`src/rtl/bus_arbiter.sv`:
```
// Two-port bus arbiter: instruction fetch (port 0) and load/store (port 1)
// share one bus master. One non-pipelined transfer at a time: an address
// phase (NONSEQ), then a data phase. The result is returned to the owner
// with a single-cycle done pulse. All outputs come straight from registers.
module bus_arbiter #(
    parameter int ADDR_WIDTH     = 32,
    parameter int DATA_WIDTH     = 32,
    parameter int FIXED_PRIORITY = 0
) (
    input  logic                  clock,
    input  logic                  reset,
    input  logic [1:0]            req,
    input  logic [ADDR_WIDTH-1:0] addr0,
    input  logic [ADDR_WIDTH-1:0] addr1,
    input  logic [1:0]            write,
    input  logic [DATA_WIDTH-1:0] wdata0,
    input  logic [DATA_WIDTH-1:0] wdata1,
    output logic [1:0]            gnt,
    output logic [1:0]            done,
    output logic [DATA_WIDTH-1:0] rdata,
    output logic                  error,
    output logic [ADDR_WIDTH-1:0] bus_address,
    output logic                  bus_write,
    output logic [DATA_WIDTH-1:0] bus_write_data,
    output logic [1:0]            bus_trans,
    input  logic                  bus_ready,
    input  logic                  bus_response,
    input  logic [DATA_WIDTH-1:0] bus_read_data
);

    localparam logic [1:0] TRANS_IDLE   = 2'b00;
    localparam logic [1:0] TRANS_NONSEQ = 2'b10;
    localparam logic       FIXED_PRIO   = (FIXED_PRIORITY != 0);

    typedef enum logic [1:0] {
        ST_IDLE = 2'b00,
        ST_ADDR = 2'b01,
        ST_DATA = 2'b10
    } state_t;

    state_t                state_r,          state_nxt_s;
    logic                  last_r,           last_nxt_s;
    logic                  owner_r,          owner_nxt_s;
    logic [DATA_WIDTH-1:0] wdata_r,          wdata_nxt_s;
    logic [1:0]            gnt_r,            gnt_nxt_s;
    logic [1:0]            done_r,           done_nxt_s;
    logic [DATA_WIDTH-1:0] rdata_r,          rdata_nxt_s;
    logic                  error_r,          error_nxt_s;
    logic [ADDR_WIDTH-1:0] bus_address_r,    bus_address_nxt_s;
    logic                  bus_write_r,      bus_write_nxt_s;
    logic [DATA_WIDTH-1:0] bus_write_data_r, bus_write_data_nxt_s;
    logic [1:0]            bus_trans_r,      bus_trans_nxt_s;
    logic                  winner_s;

    // Winner index: a lone requester wins; on a tie either port 1 (fixed
    // priority) or the port that was not served last (round-robin).
    function automatic logic pick_winner(input logic [1:0] req_v,
                                         input logic       last_v,
                                         input logic       fixed_v);
        logic w;
        case (req_v)
            2'b01:   w = 1'b0;
            2'b10:   w = 1'b1;
            2'b11:   w = fixed_v ? 1'b1 : ~last_v;
            default: w = 1'b0;
        endcase
        return w;
    endfunction

    // One-hot encoding of a port index.
    function automatic logic [1:0] port_onehot(input logic idx);
        return idx ? 2'b10 : 2'b01;
    endfunction

    // Next-state and next-output computation; every register holds by default
    // and done falls back to zero so it only ever pulses for one cycle.
    always_comb begin
        state_nxt_s          = state_r;
        last_nxt_s           = last_r;
        owner_nxt_s          = owner_r;
        wdata_nxt_s          = wdata_r;
        gnt_nxt_s            = gnt_r;
        done_nxt_s           = 2'b00;
        rdata_nxt_s          = rdata_r;
        error_nxt_s          = error_r;
        bus_address_nxt_s    = bus_address_r;
        bus_write_nxt_s      = bus_write_r;
        bus_write_data_nxt_s = bus_write_data_r;
        bus_trans_nxt_s      = bus_trans_r;
        winner_s             = pick_winner(req, last_r, FIXED_PRIO);

        case (state_r)
            ST_IDLE: begin
                if ((req != 2'b00) && bus_ready) begin
                    owner_nxt_s       = winner_s;
                    gnt_nxt_s         = port_onehot(winner_s);
                    bus_address_nxt_s = winner_s ? addr1 : addr0;
                    bus_write_nxt_s   = write[winner_s];
                    wdata_nxt_s       = winner_s ? wdata1 : wdata0;
                    bus_trans_nxt_s   = TRANS_NONSEQ;
                    state_nxt_s       = ST_ADDR;
                end else begin
                    state_nxt_s       = ST_IDLE;
                end
            end
            ST_ADDR: begin
                if (bus_ready) begin
                    bus_trans_nxt_s      = TRANS_IDLE;
                    bus_write_data_nxt_s = wdata_r;
                    state_nxt_s          = ST_DATA;
                end else begin
                    state_nxt_s          = ST_ADDR;
                end
            end
            ST_DATA: begin
                // The response is only meaningful when the phase completes;
                // an ERROR seen during a wait state is ignored.
                if (bus_ready) begin
                    done_nxt_s      = port_onehot(owner_r);
                    rdata_nxt_s     = bus_read_data;
                    error_nxt_s     = bus_response;
                    gnt_nxt_s       = 2'b00;
                    last_nxt_s      = owner_r;
                    bus_write_nxt_s = 1'b0;
                    state_nxt_s     = ST_IDLE;
                end else begin
                    state_nxt_s     = ST_DATA;
                end
            end
            default: begin
                gnt_nxt_s       = 2'b00;
                bus_write_nxt_s = 1'b0;
                bus_trans_nxt_s = TRANS_IDLE;
                state_nxt_s     = ST_IDLE;
            end
        endcase
    end

    // State and output registers with synchronous reset.
    always_ff @(posedge clock) begin
        if (reset) begin
            state_r          <= ST_IDLE;
            last_r           <= 1'b1;
            owner_r          <= 1'b0;
            wdata_r          <= {DATA_WIDTH{1'b0}};
            gnt_r            <= 2'b00;
            done_r           <= 2'b00;
            rdata_r          <= {DATA_WIDTH{1'b0}};
            error_r          <= 1'b0;
            bus_address_r    <= {ADDR_WIDTH{1'b0}};
            bus_write_r      <= 1'b0;
            bus_write_data_r <= {DATA_WIDTH{1'b0}};
            bus_trans_r      <= TRANS_IDLE;
        end else begin
            state_r          <= state_nxt_s;
            last_r           <= last_nxt_s;
            owner_r          <= owner_nxt_s;
            wdata_r          <= wdata_nxt_s;
            gnt_r            <= gnt_nxt_s;
            done_r           <= done_nxt_s;
            rdata_r          <= rdata_nxt_s;
            error_r          <= error_nxt_s;
            bus_address_r    <= bus_address_nxt_s;
            bus_write_r      <= bus_write_nxt_s;
            bus_write_data_r <= bus_write_data_nxt_s;
            bus_trans_r      <= bus_trans_nxt_s;
        end
    end

    assign gnt            = gnt_r;
    assign done           = done_r;
    assign rdata          = rdata_r;
    assign error          = error_r;
    assign bus_address    = bus_address_r;
    assign bus_write      = bus_write_r;
    assign bus_write_data = bus_write_data_r;
    assign bus_trans      = bus_trans_r;

endmodule

```
`config.mk`:
```
export PLATFORM = sky130hd
export DESIGN_NAME = bus_arbiter
export DESIGN_NICKNAME = d
export VERILOG_FILES = /design/src/rtl/bus_arbiter.sv
export SDC_FILE = /design/constraint.sdc
export NUM_CORES = 1
export LEC_CHECK = 0
export CAP_MARGIN = 25
export CORE_MARGIN = 2
export CORE_UTILIZATION = 45
export DETAILED_ROUTE_END_ITERATION = 10
export DONT_BUFFER_PORTS = 1
export GPL_TIMING_DRIVEN = 0
export PLACE_DENSITY = 0.72
export SYNTH_ARGS = -nofsm -noshare
export SYNTH_HDL_FRONTEND = slang
export SYNTH_SLANG_ARGS = --single-unit
```
`constraint.sdc`:
```
create_clock -name clock -period 1.5 [get_ports clock]
set_clock_uncertainty 0.2 [all_clocks]
set_input_delay 0.225 -clock clock [delete_from_list [all_inputs] [get_ports clock]]
set_output_delay 0.225 -clock clock [all_outputs]
set_load 0.01 [all_outputs]
```
==> impl_metrics.csv, run 1 <==
group,metric,value,unit
die,fp.dieW,114,um
synthesis,syn_inst,576,
clocking,cts_hold_buf,158,
clocking,cts.path.max_buffers,2,
die,initial_core_util,45.7,%
placement,dp_hpwl,11900,um
outcome,outcome,"did not finish",
placement,post-place-cells,723,
clocking,cts-root-buf,"clkbuf_16",
placement,place_area,5650,sq um
synthesis,yosysTopAreaCell,"dfxtp_1",
synthesis,ys.flop_type,"dfxtp_1",
clocking,cts.sinks,139,
synthesis,yosysTopAreaCellShare,51.3,%
placement,preCtsSetupSlack,-514,ps
clocking,post_cts_resized,104,
die,ios,272,
placement,portBuffers,0,
die,die_h,114,um
clocking,cts_post_setup_buffers_inserted,20,
die,std_cell_rows,40,
synthesis,seq_area_frac_synth,51.3,%
synthesis,synth.most_common_cell,"dfxtp_1",
synthesis,yosys_warnings,0,
outcome,failed_stage,"4_1_cts",
synthesis,synth.distinct_cells,30,
synthesis,synth_area,5420,sq um
synthesis,synth_edf_count,0,
synthesis,synth_area_per_cell,9.41,sq um
clocking,cts_buffers,17,
placement,gp_congestion,0.861,
synthesis,async_flop_share,0,%
synthesis,synth_fp_nets,744,
outcome,error,"[ERROR RSZ-0060] Max buffer count reached.",
clocking,ctsHtreeMaxLevel,4,
synthesis,ys_seq_elements,139,
synthesis,synth_common_cells,"dfxtp_1, a21oi_1, nand2_1",
synthesis,synthTopCellsByArea,"dfxtp_1, o32ai_1, a21oi_1, a211oi_1, a22o_1",
[kinds of logic after synthesis]
kind of cell	Yosys count	share of synthesized area [%]
compound gates	270	34.8
flops	139	51.3
buf+inv	74	6.34
simple gates	90	7.08
mux	2	0.392
other cells	1	0.0692
[metrics by stage]
stage,utilization (%),hold slack (ps)
after detailed placement,47.6,153
after floorplan,-,150
after global placement,47.6,152
==> run 2, diff against run 1 <==
--- a/config.mk
+++ b/config.mk
@@ -7,11 +7,11 @@
 export LEC_CHECK = 0
 export CAP_MARGIN = 25
 export CORE_MARGIN = 2
-export CORE_UTILIZATION = 45
+export CORE_UTILIZATION = 30
 export DETAILED_ROUTE_END_ITERATION = 10
 export DONT_BUFFER_PORTS = 1
 export GPL_TIMING_DRIVEN = 0
-export PLACE_DENSITY = 0.72
+export PLACE_DENSITY_LB_ADDON = 0.15
 export SYNTH_ARGS = -nofsm -noshare
 export SYNTH_HDL_FRONTEND = slang
 export SYNTH_SLANG_ARGS = --single-unit
==> constraint.sdc (replaced) <==
create_clock -name clock -period 1.95 [get_ports clock]
set_clock_uncertainty 0.2 [all_clocks]
set_input_delay 0.2925 -clock clock [delete_from_list [all_inputs] [get_ports clock]]
set_output_delay 0.2925 -clock clock [all_outputs]
set_load 0.01 [all_outputs]
==> run 2 against run 1 <==
Net effect: the flow now finishes without violations; synthesized cell count did not move; synthesized area unchanged.
==> impl_metrics.csv, run 2 <==
group,metric,value,unit
outcome,outcome,"finished clean",
timing,finalSetupViolCount,0,
critical_path,end_kind,"flip-flop",
routing,drtIter0Drc,211,
final_layout,nets,885,
routing,via_per_inst,5.39,
timing,slew_violations,0,
critical_path,reg2regPathDepth,6,
final_layout,area_growth,39.9,%
timing,period_share,93.2,%
synthesis,synth.most_common_cell,"dfxtp_1",
die,die-area,19200,sq um
clocking,path_clk_slew,60,ps
clocking,tritoncts,"done",
die,ios,272,
synthesis,synth_area,5420,sq um
critical_path,critPathMaxFanout,10,
die,fp.dieW,138,um
timing,final.setup.tns,0,ps
synthesis,synth_common_cells,"dfxtp_1, a21oi_1, nand2_1",
clocking,clk_latency,410,ps
routing,antenna_left,0,
final_layout,final_common_cell,"dfxtp_1",
final_layout,drive_gt1_share,11.8,%
timing,worst_pin_slew,605,ps
synthesis,yosysTopAreaCell,"dfxtp_1",
global_route,grt_max_degree,17,
placement,portBuffers,0,
global_route,grt_pass1_wl,30100,um
run,drv_cap,0,
timing,finalCriticalPeriod,1820,ps
die,initial_core_util,30.4,%
final_layout,final_cell_mix,"dfxtp_1, dlygate4sd3_1, a21oi_1",
placement,gp_congestion,0.738,
synthesis,seq_area_frac_synth,51.3,%
critical_path,cp.arrival,1920,ps
timing,hold_viol,0,
critical_path,cp.required,2050,ps
routing,wl,19500,um
power_and_ir_drop,p_leak,2.69,nW
synthesis,synth_area_per_cell,9.41,sq um
global_route,grt_pass1_vias,5224,
clocking,cts-root-buf,"clkbuf_16",
placement,dp_hpwl,13500,um
critical_path,critPathKind,"flip-flop to flip-flop",
routing,vias,5170,
synthesis,synth.distinct_cells,30,
synthesis,yosys_warnings,0,
routing,drcViolationCount,0,
routing,firstDrtPassIters,4,
synthesis,synth_fp_nets,744,
critical_path,crit_path_start_kind,"flip-flop",
synthesis,ys.flop_type,"dfxtp_1",
global_route,overflow,0,
die,die_h,138,um
clocking,cts.path.max_buffers,2,
timing,relSlewSlack,59.6,%
final_layout,instances_no_fill,960,
synthesis,synthTopCellsByArea,"dfxtp_1, o32ai_1, a21oi_1, a211oi_1, a22o_1",
placement,post-place-cells,805,
routing,avgRoutedWirePerCell,20.3,um
timing,fmax,550,MHz
clocking,ctsHtreeMaxLevel,4,
synthesis,async_flop_share,0,%
hold_path,hold_class,"primary input to flip-flop",
power_and_ir_drop,peakVddDrop,0.000577,V
clocking,cts_buffers,17,
synthesis,yosysTopAreaCellShare,51.3,%
synthesis,synth_edf_count,0,
global_route,antenna_found_initial,1,
power_and_ir_drop,powerDensity,985,nW/um^2
synthesis,syn_inst,576,
synthesis,ys_seq_elements,139,
clocking,cts.sinks,139,
power_and_ir_drop,power,0.00747,W
global_route,track_usage,19.9,%
die,core_area,17800,sq um
die,std_cell_rows,49,
hold_path,holdPathStages,2,
==> run 2: metal layers <==
layer / vias up / GRT usage, % / share of wire (%)
li1: 2487 / - / -
met1: 2465 / 25.2 / 44
met2: 196 / 32.6 / 48
met3: 22 / 6.44 / 6.7
met4: 0 / 5.69 / 1.7
met5: - / 0 / 0
==> run 2: timing repair <==
action                     CTS  global route
buffers inserted             0             1
pin swaps                    0             1
hold buffers               119             1
setup endpoints to repair   15            67
cloned                       0             1
hold endpoints to repair   105             1
resized for setup            3            19
==> run 2: power breakdown <==
group / total (W) / internal (W) / switching (W)
Sequential: 0.00315 / 0.00300 / 0.000152
Clock: 0.00346 / 0.00212 / 0.00134
Combinational: 0.000866 / 0.000415 / 0.000451
Total: 0.00747 / 0.00553 / 0.00194
==> run 2: final timing paths <==
check,slack (ps),start,endpoint
worst min-delay path,9,addr0[11],bus_address[11]
worst max register to register,130,state_r[0],rdata[10]
worst min register to register,240,owner_r,done[0]
worst max-delay path,130,state_r[0],rdata[10]
==> run 2: cell type report <==
type	instances	area [sq um]
antenna	1	2.50
buffer	71	354
clock buffer	19	453
clock inverter	13	179
fill	1772	10300
inverter	3	11.3
multi-input combinational	363	2300
sequential	139	2780
tap	229	287
timing repair buffer	122	1210
==> run 2: cell families after synthesis <==
family          Yosys count  synth area share, %
compound gates          270                 34.8
flops                   139                 51.3
simple gates             90                 7.08
buf+inv                  74                 6.34
mux                       2                0.392
other cells               1               0.0692
==> run 2: worst max-delay path: stages (launching register included) <==
cell and delay [ps]:
dfxtp_1 290, buf_2 180, nand3b_1 240, nor2b_1 160, buf_2 180, buf_2 190
a22o_1 250
==> run 2: per-stage QoR <==
step | setup WS [ps] | util [%] | hold WS (ps) | instance area [sq um]
finish | 133 | 42.5 | 9.27 | 7580
floorplan | 336 | - | 213 | 5420
global route | -3.04 | 42.5 | 7.39 | 7580
detailed placement | -393 | 32.0 | 221 | 5710
CTS | 13.2 | 42.3 | 0.808 | 7540
global placement | -344 | 32.0 | 219 | 5710
(Power assumes the default switching activity.)
==> run 3, diff against run 2 <==
==> constraint.sdc (replaced) <==
create_clock -name clock -period 1.95 [get_ports clock]
set_clock_uncertainty 0.2 [all_clocks]
set_input_delay 0.195 -clock clock [delete_from_list [all_inputs] [get_ports clock]]
set_output_delay 0.195 -clock clock [all_outputs]
set_load 0.01 [all_outputs]
==> run 3 against run 2 <==
Net effect: setup slack got worse by 4.0 ps; hold slack improved by 58 ps; sequential power about the same; design area increased by 6.1%; via count increased by 5.1%; non-clock buffer count increased by 46; clock power about the same; total power increased by 1.3%; core utilization increased by 2.6 points; highest routed layer unchanged.
==> impl_metrics.csv, run 3 (synthesis results as in run 2) <==
group,metric,value,unit
die,std_cell_rows,49,
power_and_ir_drop,power,0.00757,W
critical_path,crit_path_start_kind,"flip-flop",
run,drv_cap,0,
clocking,cts_buffers,17,
timing,relSlewSlack,59.1,%
die,die-area,19200,sq um
critical_path,cp_cell_sequence,"buf_2 > nand3b_1 > nor2b_1 > buf_2 > buf_2 > a22o_1",
routing,drcViolationCount,0,
critical_path,cp.required,2050,ps
final_layout,final_common_cell,"dlygate4sd3_1",
global_route,grt_pass1_vias,5537,
clocking,tritoncts,"done",
critical_path,slowest_delay,290,ps
power_and_ir_drop,clock_power_share,45.8,%
critical_path,path_common_cell,"buf_2",
placement,place_area,5710,sq um
power_and_ir_drop,powerDensity,941,nW/um^2
die,die_h,138,um
final_layout,drive_gt1_share,11.0,%
power_and_ir_drop,internal-power,0.00559,W
global_route,overflow,0,
routing,firstDrtPassIters,4,
critical_path,cp.arrival,1920,ps
final_layout,area_growth,48.3,%
placement,gp_congestion,0.738,
clocking,clk_latency,420,ps
routing,via_per_inst,5.40,
global_route,grt_max_degree,17,
clocking,cts.path.max_buffers,2,
routing,drtIter0Drc,243,
clocking,cts.sinks,139,
timing,finalSetupViolCount,0,
final_layout,nets,931,
critical_path,end_kind,"flip-flop",
clocking,cts-root-buf,"clkbuf_16",
timing,slew_violations,0,
critical_path,critical-path-slowest-cell,"dfxtp_1",
timing,final.setup.tns,0,ps
power_and_ir_drop,peakVddDrop,0.000581,V
die,initial_core_util,30.4,%
die,ios,272,
final_layout,design_area,8040,sq um
timing,period_share,93.4,%
final_layout,instances_no_fill,1006,
placement,portBuffers,0,
routing,wl,20600,um
timing,fmax,549,MHz
hold_path,hold_class,"primary input to flip-flop",
global_route,antenna_found_initial,1,
power_and_ir_drop,p_sw,0.00198,W
final_layout,final_cell_mix,"dlygate4sd3_1, dfxtp_1, a21oi_1",
critical_path,critPathMaxFanout,10,
power_and_ir_drop,p_sw_share,26.1,%
critical_path,path_buf_inv,3,
power_and_ir_drop,power.share.sequential,41.6,%
die,core_area,17800,sq um
outcome,outcome,"finished clean",
placement,dp_hpwl,13500,um
critical_path,critPathKind,"flip-flop to flip-flop",
timing,worst_pin_slew,613,ps
critical_path,critical-path-top-delay-family,"buffers and inverters",
die,fp.dieW,138,um
global_route,track_usage,21.0,%
power_and_ir_drop,combPwrFrac,12.6,%
clocking,path_clk_slew,60,ps
timing,finalCriticalPeriod,1820,ps
routing,vias,5433,
global_route,grt_pass1_wl,31800,um
routing,avgRoutedWirePerCell,20.4,um
clocking,ctsHtreeMaxLevel,4,
power_and_ir_drop,p_leak,2.88,nW
placement,post-place-cells,805,
timing,hold_viol,0,
routing,antenna_left,0,
final_layout,final_core_util,45.1,%
==> run 3: changes by cell type in the layout (fill, tap and decap cells not counted) <==
| cell | before | now |
|---|---|---|
| dlygate4sd3_1 | 120 | 166 |
| buf_1 | 3 | 5 |
| clkbuf_1 | 21 | 20 |
| clkbuf_2 | 10 | 9 |
==> run 3: worst register-to-register path: stages, from the launching register on <==
cell,delay (ps)
dfxtp_1,290
buf_2,180
nand3b_1,240
nor2b_1,170
buf_2,180
buf_2,190
a22o_1,250
==> run 3: power by group through the flow <==
stage	Combinational, W	Clock, W	Sequential, W
5_1_grt	0.00105	0.00367	0.00317
6_report	0.000953	0.00347	0.00315
3_5_place_dp	0.000646	0	0.00321
2_1_floorplan	0.000488	0	0.00317
4_1_cts	0.000929	0.00353	0.00315
3_3_place_gp	0.000629	0	0.00321
==> run 3: metrics by stage <==
stage	setup WS (ps)	hold slack (ps)
detailed placement	-295	124
floorplan	336	120
global placement	-246	121
global route	-1.89	75.9
CTS	13.2	50.2
finish	129	67.3
==> run 3: area by class of cell <==
| class | instances | area, sq um |
|---|---|---|
| fill | 1722 | 9800 |
| clock inverter | 13 | 179 |
| timing repair buffer | 168 | 1670 |
| multi-input combinational | 363 | 2300 |
| clock buffer | 19 | 453 |
| buffer | 71 | 353 |
| antenna | 1 | 2.50 |
| tap | 229 | 287 |
| inverter | 3 | 11.3 |
| sequential | 139 | 2780 |
==> run 3: final timing paths <==
kind              start                end  slack, ps  depth (start not counted)
max          state_r[0]          rdata[10]        130                          6
min reg2reg     owner_r            done[0]        240                          1
max reg2reg  state_r[0]          rdata[10]        130                          6
min           bus_ready  bus_write_data[0]         70                          3
==> run 3: per-layer routing <==
metal | vias up | routed length (um) | part of all wire, % | global-route usage [%]
li1 | 2585 | - | - | -
met1 | 2563 | 8840 | 43 | 26.2
met2 | 248 | 9810 | 48 | 34.2
met3 | 37 | 1430 | 7.0 | 6.34
met4 | 0 | 471 | 2.3 | 8.16
met5 | - | 0 | 0 | 0
==> run 3: repair_timing <==
item / in CTS / in global routing
cloned: 0 / 1
setup buffers: 0 / 1
gates resized for setup: 3 / 19
endpoints found under the hold margin: 107 / 0
hold buffers: 166 / 0
setup endpoints to repair: 15 / 64
pin swaps: 0 / 1
==> run 4, diff against run 3 <==
--- a/config.mk
+++ b/config.mk
@@ -6,6 +6,7 @@
 export NUM_CORES = 1
 export LEC_CHECK = 0
 export CAP_MARGIN = 25
+export CORE_ASPECT_RATIO = 0.5
 export CORE_MARGIN = 2
 export CORE_UTILIZATION = 30
 export DETAILED_ROUTE_END_ITERATION = 10
==> run 4 against run 3 <==
Net effect: sequential share of layout area rose by 0.12 points; first-iteration DRC count up 16%; non-clock buffer count is 2 higher; design area shrank 0.34%; global-route usage about the same; wire length down 1.7%; total power fell by 2.9%.
==> impl_metrics.csv, run 4 (synthesis results as in run 2) <==
group,metric,value,unit
outcome,outcome,"finished clean",
clocking,path_clk_slew,60,ps
final_layout,nets,933,
critical_path,crit_path_start_kind,"flip-flop",
final_layout,n_antenna_cell,0,
timing,slew_violations,0,
routing,drtIter0Drc,283,
critical_path,critPathMaxFanout,10,
clocking,cts_buffers,17,
clocking,ctsHtreeMaxLevel,4,
die,initial_core_util,30.9,%
timing,worst_pin_slew,600,ps
global_route,grt_pass1_vias,5580,
global_route,track_usage,21.0,%
timing,hold_viol,0,
placement,gp_congestion,0.796,
routing,firstDrtPassIters,5,
timing,period_share,95.7,%
timing,hold_ws,51.4,ps
routing,vias,5468,
final_layout,final_cell_mix,"dlygate4sd3_1, dfxtp_1, a21oi_1",
clocking,cts.path.max_buffers,2,
clocking,clk_latency,410,ps
routing,wl,20200,um
global_route,overflow,0,
run,drv_cap,0,
die,die-area,19200,sq um
timing,rsz0062_at_grt,"no",
power_and_ir_drop,power,0.00735,W
power_and_ir_drop,p_leak,2.84,nW
final_layout,multi_input_area,2300,sq um
final_layout,fillers,1633,
critical_path,cp.arrival,1960,ps
hold_path,hold_class,"primary input to flip-flop",
timing,fmax,536,MHz
clocking,cts-root-buf,"clkbuf_16",
timing,relSlewSlack,60.0,%
power_and_ir_drop,powerDensity,917,nW/um^2
die,die_h,99.1,um
global_route,grt_pass1_wl,31500,um
global_route,grt_max_degree,17,
critical_path,critPathKind,"flip-flop to flip-flop",
routing,via_per_inst,5.40,
timing,finalCriticalPeriod,1870,ps
die,fp.dieW,194,um
power_and_ir_drop,peakVddDrop,0.000535,V
die,std_cell_rows,34,
critical_path,end_kind,"flip-flop",
clocking,cts.sinks,139,
final_layout,final_common_cell,"dlygate4sd3_1",
final_layout,area_growth,47.8,%
routing,drcViolationCount,0,
placement,dp_hpwl,12600,um
die,ios,272,
critical_path,cp.required,2040,ps
clocking,tritoncts,"done",
timing,final.setup.tns,0,ps
routing,avgRoutedWirePerCell,20.0,um
timing,finalSetupViolCount,0,
placement,portBuffers,0,
die,core_area,17500,sq um
final_layout,register_area,2780,sq um
routing,antenna_left,0,
final_layout,drive_gt1_share,10.5,%
global_route,antenna_found_initial,0,
-- run 4: layer usage --
layer  part of all wire, %  GRT usage (%)
met1                    44           26.0
met3                   7.5           7.02
met2                    47           34.2
met4                   1.6           7.81
met5                     0              0
-- run 4: path summary, 6_finish.rpt --
kind | from | to | slack (ps) | cells after the start
max | state_r[0] | rdata[16] | 80 | 6
min | bus_ready | bus_write_data[1] | 50 | 4
max reg2reg | state_r[0] | rdata[16] | 80 | 6
min reg2reg | owner_r | done[0] | 240 | 1
-- run 4: worst max-delay path, cell delays in order (launching register included) --
cell	delay, ps
dfxtp_1	290
buf_2	180
nand3b_1	260
nor2b_1	190
buf_2	180
buf_2	190
a22o_1	250
-- run 4: area by class of cell --
class                   instances  share of cell area (%)
well taps                     234                    3.65
inverters                       3                   0.140
clock inverters                12                    1.73
flip-flops and latches        139                    34.7
repair buffers                170                    21.1
clock buffers                  20                    5.57
plain buffers                  71                    4.34
multi-input cells             363                    28.7
-- run 4: timing repair --
action                                  in CTS  in global routing
gates resized for setup                      2                 12
setup buffers                                0                  4
pin swaps                                    0                  1
hold buffers                               166                  0
endpoints found under the hold margin      109                  0
endpoints found under the setup margin      29                 80
-- run 4: per-stage QoR --
stage	instance area, sq um	util (%)	worst slack [ps]	cells
2_1_floorplan	5420	-	336	576
3_3_place_gp	5720	32.6	-205	810
3_5_place_dp	5720	32.6	-216	810
4_1_cts	7970	45.5	31.0	1008
5_1_grt	8020	45.7	5.88	1012
6_report	8020	45.7	83.3	1012
-- run 4: report_power, final --
| part | switching [W] | leakage [nW] | internal, W |
|---|---|---|---|
| Sequential | 0.000144 | 1.14 | 0.00300 |
| Combinational | 0.000477 | 1.44 | 0.000477 |
| Clock | 0.00133 | 0.274 | 0.00193 |
| Total | 0.00195 | 2.84 | 0.00541 |
